### config.mk
export PLATFORM = sky130hd
export DESIGN_NAME = mode_ctrl
export DESIGN_NICKNAME = d
export VERILOG_FILES = /design/src/rtl/mode_ctrl.sv
export SDC_FILE = /design/constraint.sdc
export NUM_CORES = 1
export LEC_CHECK = 0
export ABC_AREA = 1
export CORE_MARGIN = 10
export CORE_UTILIZATION = 64
export CTS_BUF_LIST = sky130_fd_sc_hd__clkbuf_4 sky130_fd_sc_hd__clkbuf_8
export DETAILED_ROUTE_END_ITERATION = 6
export GPL_TIMING_DRIVEN = 0
export HOLD_SLACK_MARGIN = 0.12
export PLACE_DENSITY = 0.82
export SLEW_MARGIN = 20
export SYNTH_ARGS = -nofsm -noshare
export SYNTH_HDL_FRONTEND = slang
export SYNTH_SLANG_ARGS = --single-unit
### constraint.sdc
create_clock -name clk -period 2.7 [get_ports clk]
set_input_delay 0.54 -clock clk [delete_from_list [all_inputs] [get_ports clk]]
set_output_delay 0.54 -clock clk [all_outputs]
set_load 0.1 [all_outputs]
### src/rtl/mode_ctrl.sv
// rtl/mode_ctrl.sv - front-panel mode controller: button decode, inc auto-repeat, blink, edit timeout
module mode_ctrl #(
  parameter int REPEAT_DELAY  = 50_000_000,
  parameter int REPEAT_PERIOD = 10_000_000,
  parameter int TIMEOUT_S     = 30
) (
  input  logic       clk,
  input  logic       rst_n,
  input  logic       mode_btn_n,
  input  logic       next_btn_n,
  input  logic       inc_btn_n,
  input  logic       tick_1hz,
  output logic [3:0] state,
  output logic       down_btn,
  output logic       blink,
  output logic       edit_active
);

  typedef enum logic [3:0] {
    TIME_DISP  = 4'd0,
    DATE_DISP  = 4'd1,
    TE_SEC     = 4'd2,
    TE_MIN     = 4'd3,
    TE_HOUR    = 4'd4,
    TE_DAY     = 4'd5,
    TE_MON     = 4'd6,
    TE_YEAR    = 4'd7,
    ALARM_DISP = 4'd8,
    AE_SEC     = 4'd9,
    AE_MIN     = 4'd10,
    AE_HOUR    = 4'd11,
    TIMER_DISP = 4'd12,
    TM_SEC     = 4'd13,
    TM_MIN     = 4'd14,
    TM_HOUR    = 4'd15
  } mode_e;

  localparam int RPT_MAX = (REPEAT_DELAY > REPEAT_PERIOD) ? REPEAT_DELAY : REPEAT_PERIOD;
  localparam int RPT_W   = $clog2(RPT_MAX + 1);
  localparam int TO_W    = $clog2(TIMEOUT_S + 1);

  // Mode-button destination: display ring, or back to the owning display from an edit field.
  function automatic mode_e mode_exit(input mode_e s);
    case (s)
      TIME_DISP:  mode_exit = DATE_DISP;
      DATE_DISP:  mode_exit = ALARM_DISP;
      ALARM_DISP: mode_exit = TIMER_DISP;
      TIMER_DISP: mode_exit = TIME_DISP;
      TE_SEC, TE_MIN, TE_HOUR, TE_DAY, TE_MON, TE_YEAR: mode_exit = TIME_DISP;
      AE_SEC, AE_MIN, AE_HOUR: mode_exit = ALARM_DISP;
      default:    mode_exit = TIMER_DISP;
    endcase
  endfunction

  // Next-button destination: enter the first edit field, or advance cyclically within a group.
  function automatic mode_e next_field(input mode_e s);
    case (s)
      TIME_DISP, DATE_DISP, TE_YEAR: next_field = TE_SEC;
      TE_SEC:                        next_field = TE_MIN;
      TE_MIN:                        next_field = TE_HOUR;
      TE_HOUR:                       next_field = TE_DAY;
      TE_DAY:                        next_field = TE_MON;
      TE_MON:                        next_field = TE_YEAR;
      ALARM_DISP, AE_HOUR:           next_field = AE_SEC;
      AE_SEC:                        next_field = AE_MIN;
      AE_MIN:                        next_field = AE_HOUR;
      TM_SEC:                        next_field = TM_MIN;
      TM_MIN:                        next_field = TM_HOUR;
      default:                       next_field = TM_SEC;
    endcase
  endfunction

  function automatic logic is_edit(input mode_e s);
    is_edit = !(s == TIME_DISP || s == DATE_DISP || s == ALARM_DISP || s == TIMER_DISP);
  endfunction

  mode_e            cur, nxt;
  logic [2:0]       btn_s1, btn_s2, btn_prev;
  logic [1:0]       warm;
  logic [2:0]       fall;
  logic             mode_press, next_press, inc_press, inc_held, any_press;
  logic             changed;
  logic             down_nxt, blink_nxt;
  logic             rpt_on, rpt_on_nxt, rpt_first, rpt_first_nxt;
  logic [RPT_W-1:0] rpt_cnt, rpt_cnt_nxt, rpt_limit;
  logic [TO_W-1:0]  to_cnt, to_nxt;

  // Two-flop synchronizers plus a delayed copy for falling-edge detection; bit order {mode, next, inc}.
  // Right after reset the chain holds reset values rather than pin samples, so edge detection
  // waits until three real samples have shifted in; a button held through reset is never a press.
  always_ff @(posedge clk or negedge rst_n) begin
    if (!rst_n) begin
      btn_s1   <= 3'b111;
      btn_s2   <= 3'b111;
      btn_prev <= 3'b111;
      warm     <= 2'd0;
    end else begin
      btn_s1   <= {mode_btn_n, next_btn_n, inc_btn_n};
      btn_s2   <= btn_s1;
      btn_prev <= btn_s2;
      if (warm != 2'd3) warm <= warm + 2'd1;
    end
  end

  assign fall       = (warm == 2'd3) ? (btn_prev & ~btn_s2) : 3'b000;
  assign mode_press = fall[2];
  assign next_press = fall[1];
  assign inc_press  = fall[0];
  assign inc_held   = ~btn_s2[0];
  assign any_press  = |fall;
  assign rpt_limit  = rpt_first ? RPT_W'(REPEAT_DELAY) : RPT_W'(REPEAT_PERIOD);

  // Next state, timeout counter, blink and auto-repeat; any state change clears all per-field activity.
  always_comb begin
    nxt           = cur;
    to_nxt        = to_cnt;
    blink_nxt     = blink;
    down_nxt      = 1'b1;
    rpt_on_nxt    = rpt_on;
    rpt_first_nxt = rpt_first;
    rpt_cnt_nxt   = rpt_cnt;

    if (mode_press) begin
      nxt = mode_exit(cur);
    end else if (next_press) begin
      nxt = next_field(cur);
    end else if (!any_press && tick_1hz && is_edit(cur) && to_cnt >= TO_W'(TIMEOUT_S - 1)) begin
      nxt = mode_exit(cur);
    end
    changed = (nxt != cur);

    if (!is_edit(cur) || any_press || changed) begin
      to_nxt = '0;
    end else if (tick_1hz && to_cnt != TO_W'(TIMEOUT_S)) begin
      to_nxt = to_cnt + TO_W'(1);
    end

    if (changed || !is_edit(cur)) begin
      blink_nxt = 1'b0;
    end else if (tick_1hz) begin
      blink_nxt = ~blink;
    end

    if (changed) begin
      rpt_on_nxt  = 1'b0;
      rpt_cnt_nxt = '0;
    end else if (inc_press && is_edit(cur)) begin
      down_nxt      = 1'b0;
      rpt_on_nxt    = 1'b1;
      rpt_first_nxt = 1'b1;
      rpt_cnt_nxt   = RPT_W'(1);
    end else if (rpt_on) begin
      if (!inc_held) begin
        rpt_on_nxt  = 1'b0;
        rpt_cnt_nxt = '0;
      end else if (rpt_cnt == rpt_limit) begin
        down_nxt      = 1'b0;
        rpt_first_nxt = 1'b0;
        rpt_cnt_nxt   = RPT_W'(1);
      end else begin
        rpt_cnt_nxt = rpt_cnt + RPT_W'(1);
      end
    end
  end

  // State register and registered outputs.
  always_ff @(posedge clk or negedge rst_n) begin
    if (!rst_n) begin
      cur       <= TIME_DISP;
      down_btn  <= 1'b1;
      blink     <= 1'b0;
      to_cnt    <= '0;
      rpt_on    <= 1'b0;
      rpt_first <= 1'b0;
      rpt_cnt   <= '0;
    end else begin
      cur       <= nxt;
      down_btn  <= down_nxt;
      blink     <= blink_nxt;
      to_cnt    <= to_nxt;
      rpt_on    <= rpt_on_nxt;
      rpt_first <= rpt_first_nxt;
      rpt_cnt   <= rpt_cnt_nxt;
    end
  end

  assign state       = cur;
  assign edit_active = is_edit(cur);

endmodule
**After elaboration in Yosys (flattened, before gate mapping)**

Memory sizes are Yosys's and may differ from the RTL's.
Cells that the tools add are included.

- Register bits after elaboration: 50
- Bits in read-only memories: 160
- Input port bits: 6
- Output and inout bits: 7
- Logic and storage cells: 79
- Memories: 3

Memories:

| memory | depth | width | rd ports | clocked after Yosys merged registers in | wr ports | line | RTL |
|---|---|---|---|---|---|---|---|
| (no name shown) | 16 | 4 | 1 | 0 | 0 | 57 | `case (s)` |
| (no name shown) | 16 | 3 | 1 | 0 | 0 | 44 | `case (s)` |
| (no name shown) | 16 | 3 | 1 | 0 | 0 | 44 |  |

- Add/subtract/negate cells: 3
- Order comparisons: 1
- Equality and inequality tests: 9
- Mux-type cells: 27
- Bitwise operators: 4
- Reduce and logical (&&, ||, !) cells: 21

Operators with widths:

| kind | count |
|---|---|
| two-way mux 26 bit | 6 |
| adder 26 x 1 -> 26 bit, second input constant | 1 |
| == test 26 bit | 1 |
| two-way mux 1 bit | 15 |
| two-way mux 4 bit | 3 |
| two-way mux 5 bit | 2 |
| == test 4 bit, second input constant | 2 |
| nonzero test 2 bit | 4 |
| logical OR 1 bit | 6 |
| adder 5 x 1 -> 5 bit, second input constant | 1 |
| greater-or-equal comparator 5 bit, second input constant | 1 |
| logical AND 1 bit | 5 |
| inequality test 5 bit, second input constant | 1 |
| == test 4 x 1 -> 1 bit, second input constant | 1 |
| zero test 4 bit | 1 |
| inequality test 4 bit | 1 |
| AND reduction 4 bit | 1 |
| bitwise AND 3 bit | 1 |
| two-way mux 3 bit | 1 |
| NOT 3 bit | 1 |
| nonzero test 3 bit | 1 |
| OR reduction 3 bit | 1 |
| adder 2 x 1 -> 2 bit, second input constant | 1 |
| == test 2 bit, second input constant | 1 |
| other kinds (4) | 6 |

**Longest topological paths before layout**

- Depth in word-level cells: 14
- Gate-level depth with buffers: 15
- Mapped depth without buffers: 15

**Least setup slack after synthesis**

No wires, ideal clock.

- Path kind: flip-flop to flip-flop
- Start point: reg cur[2] (netlist: state[2])
- End point: reg rpt_cnt[21]
- Library setup time: 0.066 ns
- Arrival time: 3.320 ns
- Required time: 2.634 ns
- Slack: -0.686 ns
- Stages on the path, launching flop included: 12
- Path buffers: 1
- Period minus slack after synthesis: 3.386 ns
- Path through: dfrtp_1 -> inv_1 -> o21ai_2 -> nand3_2 -> nand2_1 -> nand2_1 -> nand3_2 -> nand2_1 -> a21oi_4 -> buf_4 -> nand4_1 -> nand2_1

- Longest elaborated chain between the ends: 12

Ends and longest elaborated chain:

| element | line | RTL |
|---|---|---|
| start: declaration | 77 | `mode_e cur, nxt;` |
| start signal: assignment | 177 | `cur <= nxt;` |
| == test 4 x 1 -> 1 bit or zero test 4 bit (tied branches) | n/a |  |
| logical OR 1 bit (2 in a row) | n/a |  |
| logical OR 1 bit * | n/a |  |
| zero test 1 bit * | n/a |  |
| via edit_active | 16 | `output logic edit_active` |
| logical AND 1 bit * (2 in a row) | 127 | `end else if (!any_press && tick_1hz && is_edit(cur) && to_cnt >= TO_W'(TIMEOUT_S - 1)) begin` |
| two-way mux 4 bit * | 127 |  |
| two-way mux 4 bit * | 125 | `end else if (next_press) begin` |
| two-way mux 4 bit * | 123 | `if (mode_press) begin` |
| via nxt[0] | 77 |  |
| inequality test 4 bit * | 130 | `changed = (nxt != cur);` |
| nonzero test 3 bit (no source line) or two-way mux 26 bit (tied branches) | n/a |  |
| end signal: assignment | 183 | `rpt_cnt <= rpt_cnt_nxt;` |
| end: declaration | 85 | `logic [RPT_W-1:0] rpt_cnt, rpt_cnt_nxt, rpt_limit;` |

The timed path passes the listed nets; every way through them passes the cells marked *.
A chain may end at the register's enable or synchronous reset.

**Worst setup path in the final report**

- Start point: reg cur[0] (netlist: state[0])
- End point: reg rpt_cnt[6]

- Longest elaborated chain between the ends: 12

Ends and longest elaborated chain:

| element | line | RTL |
|---|---|---|
| == test 4 x 1 -> 1 bit or zero test 4 bit (tied branches) | 74 | `is_edit = !(s == TIME_DISP \|\| s == DATE_DISP \|\| s == ALARM_DISP \|\| s == TIMER_DISP);` |
| logical OR 1 bit (3 in a row) | 74 |  |
| zero test 1 bit | 74 |  |
| logical AND 1 bit (2 in a row) | 127 |  |
| two-way mux 4 bit | 127 |  |
| two-way mux 4 bit | 125 |  |
| two-way mux 4 bit | 123 |  |
| inequality test 4 bit | 130 |  |
| nonzero test 3 bit (no source line) or two-way mux 26 bit (tied branches) | n/a |  |

Several ways; a longest one is shown, not always the timed one.

==> results.md <==
* Worst setup slack before clock tree synthesis at -0.162 ns
* PD cells at between 700 and 800 nW/µm²
* Post-placement cell area at 3750 µm²
* TritonCTS clock tree: done
* Via total after detailed routing at 3,822
* Count of buffer and inverter cells on the critical path at 4
* Number of design-rule violations left by the first detailed-router iteration at between 700 and 800
* Final slew viol count at 0
* CTS Buf Count at 5
* Library cell appearing most often on the critical path: sky130_fd_sc_hd__inv_1
* H-tree Lvls at 2
* Final design utilization at 75.3%
* Endpoint required time on the critical path at ~2.9 ns
* Wire length per cell at ~18 µm
* Post-synth net total at between 500 and 600
* Worst setup path class: reg2reg
* Detail Route Antenna Nets at 0
* Seq/Total Area, Yosys at roughly 36%
* Crit path largest cell delay at 0.51 ns
* Number of standard cells in the layout, taps in and fillers out at between 500 and 600
* Count of synthesis-stage warnings from yosys at 0
* Die width at between 90 and 100 µm
* Slack of the worst reg-to-reg path at roughly 0.18 ns
* Clock latency on the worst-skew pair at roughly 0.31 ns
* Cells along the critical path: inv_1 -> ha_2 -> inv_1 -> a21oi_2 -> nor2_2 -> nor2_4 -> clkinvlp_4 -> buf_2 -> nand4_1 -> nand2_1
* Worst-path fanout max at 10
* Vias in the first global route at roughly 3,600
* Combined area of all synthesized cells at 3510 µm²
* Endpoint arrival time on the critical path at 2.72 ns
* Root Buffer: sky130_fd_sc_hd__clkbuf_8
* Post-route total power at about 2.9 mW
* Category of the worst setup path capture point: flip-flop
* Number of buffers inserted by port buffering at 12
* Final hold slack at ~0.15 ns
* Tightest Pin Transition at just under 1 ns
* Detailed Place HPWL at 7550 µm
* Peak Freq at ~400 MHz
* Outcome: finished, final reports clean
* Cell family with most CP delay: buffers and inverters
* Worst path setup slack after routing at about 0.18 ns
* Post-synthesis instance total at just under 500
* Count of buffers added by post-CTS timing repair for setup at 0
* Number of antenna violations at the first check in global routing at 0
* Overall overflow remaining after global route at 0
* Initial cell density of the core at between 60% and 70%
* Ratio of cells with drive above 1 in the final layout at between 10 and 15%
* Setup-failing EPs final at 0
* # nets final at 534
* Unrepaired setup endpoints after global routing: no
* Die height at between 90 and 100 µm
* Sum of negative setup slack at 0 ns
* Global-route wire length before repair at ~17,000 µm
* Startpoint kind of the worst setup timing path: flip-flop
* Drt drc at 0
* Placed cell count at between 500 and 600
* Total of hold buffers inserted after clock tree synthesis at 0
* Cell row count at 26
* Buffer levels on the longest clock path at 2
* Worst relative slew slack at 33.5%
* Placeable core area at around 5200 µm²
* Average vias per placed instance at between 6 and 7
* Final period demand of the worst path at 2.52 ns
* Number of violations of the max-capacitance limit at 0
* Top-level port count at 13
* Final instance area at around 4000 µm²
* Period utilisation layout at approximately 93%
* First-pass iteration count of the detailed router at 6
* Final RePlAce weighted congestion at approximately 1
* Diode count at 0
* Total of flip-flops plus latches after synthesis at 50
* Fill cell instance count of the final layout at ~390
* Synthesis-to-layout area growth at 11.6%
* Fin Clk Skew at 0.0122 ns
* Worst path slowest cell: sky130_fd_sc_hd__dfrtp_4
* DIE AREA at 8860 µm²
* Overall fraction of global-route tracks in use at between 20% and 30%
* Final count of hold timing violations at 0
* Class of the tightest hold or removal check: in2async
* LEAKAGE at roughly 1.8 nW
* Clock edge transition at the registers on the reported setup and hold paths at roughly 0.10 ns
* Maximum number of pins on one net before global-route repair at 34
* Total length of routed wires at ~11,000 µm
* Maximum vdd drop at slightly above 600 µV
* Syn avg cell area at between 7 and 8 µm²
* Count of unique library cells instantiated by Yosys at 34
* CTS Sinks at 50
==> path summary, 6_finish.rpt <==
check	start	endpoint	cells after the start
worst max-delay path	state[0]$_DFF_PN0_	rpt_cnt[6]$_DFFE_PN0P_	10
worst min-delay path	rst_n	to_cnt[0]$_DFFE_PN0P_	1
worst max register to register	state[0]$_DFF_PN0_	rpt_cnt[6]$_DFFE_PN0P_	10
worst min register to register	btn_s1[1]$_DFF_PN1_	btn_s2[1]$_DFF_PN1_	0
max in group asynchronous	rst_n	btn_s2[2]$_DFF_PN1_	2
min in group clk	btn_s1[1]$_DFF_PN1_	btn_s2[1]$_DFF_PN1_	0
==> final cells by class <==
class / count / area, µm² / area share (%)
buffer: 22 / 129 / 3.29
clock buffer: 6 / 76.3 / 1.95
clock inverter: 2 / 37.5 / 0.957
inverter: 46 / 176 / 4.50
multi-input combinational: 377 / 2000 / 51.1
sequential: 50 / 1270 / 32.5
tap: 70 / 87.6 / 2.23
timing repair buffer: 13 / 136 / 3.48
==> registers in the layout, summed over array words and instances (netlist names) <==
register	flops
rpt_cnt	26
warm	2
btn_prev	3
blink	1
rpt_on	1
down_btn	1
btn_s1	3
state	4
to_cnt	5
btn_s2	3
rpt_first	1
==> worst reg2reg max path: cells and delay by family (launching register included) <==
kind	cells	cell delay, ns
flops	1	0.51
compound gates	1	0.23
fa+ha+maj	1	0.23
buf+inv	4	0.75
simple gates	4	0.69
==> kinds of logic after synthesis <==
kind of cell	synth area share, %
DFF	36.0
muxes	0.320
buffers and inverters	8.22
and+or+nand+nor	43.2
adders and majority gates	4.63
xor gates and xnor gates	4.49
AOI/OAI and AO/OA	3.20
==> report_power, final <==
group | total, mW | internal [mW] | leakage [nW] | switching (mW)
Sequential | 0.873 | 0.810 | 0.641 | 0.0630
Combinational | 1.46 | 0.362 | 1.06 | 1.10
Clock | 0.545 | 0.287 | 0.0548 | 0.259
==> synth_stat cells (all sizes together) <==
master | count | area (µm²)
nand2 | 122 | 460
nand4 | 67 | 419
nor2 | 63 | 241
nand3 | 51 | 265
inv | 45 | 169
dfrtp | 40 | 1000
nor3 | 18 | 90.1
buf | 15 | 90.1
xor2 | 14 | 123
ha | 13 | 163
dfstp | 10 | 263
clkbuf | 7 | 26.3
a21oi | 6 | 41.3
o21ai | 6 | 33.8
xnor2 | 4 | 35.0
nand3b | 2 | 15.0
a21boi | 1 | 7.51
a31oi | 1 | 6.26
a41oi | 1 | 8.76
and3 | 1 | 6.26
clkinv | 1 | 3.75
mux2 | 1 | 11.3
nor3b | 1 | 7.51
nor4 | 1 | 6.26
o211ai | 1 | 7.51
o21bai | 1 | 7.51
or2 | 1 | 6.26
==> metal layers <==
metal  global-route usage (%)  share of wire, %  up-vias
met5                        0                 0        -
met4                     10.9               4.1        0
met2                     36.3                43      342
li1                         -                 -     1709
met3                     7.59                14       70
met1                     31.0                39     1701
==> cell usage in the layout (no fill, tap or decap), drive strengths merged <==
cell / instances
nand2: 122
nand4: 67
nor2: 63
nand3: 51
inv: 45
dfrtp: 40
nor3: 18
buf: 15
clkbuf: 15
xor2: 14
ha: 13
dfstp: 10
clkdlybuf4s50: 10
a21oi: 7
o21ai: 6
xnor2: 4
nand3b: 2
clkinvlp: 2
o211ai: 1
a21boi: 1
and3: 1
mux2: 1
a41oi: 1
nor3b: 1
o21bai: 1
a31oi: 1
nor4: 1
or2: 1
bufinv: 1
clkdlybuf4s15: 1
==> what timing repair did <==
| action | 4_1_cts | 5_1_grt |
|---|---|---|
| cloned | 0 | 1 |
| pin swaps | 0 | 1 |
| resized for setup | 4 | 11 |
| hold endpoints to repair | 0 | 0 |
| setup endpoints to repair | 21 | 26 |
No activity file was read; power rests on OpenSTA's default activity.
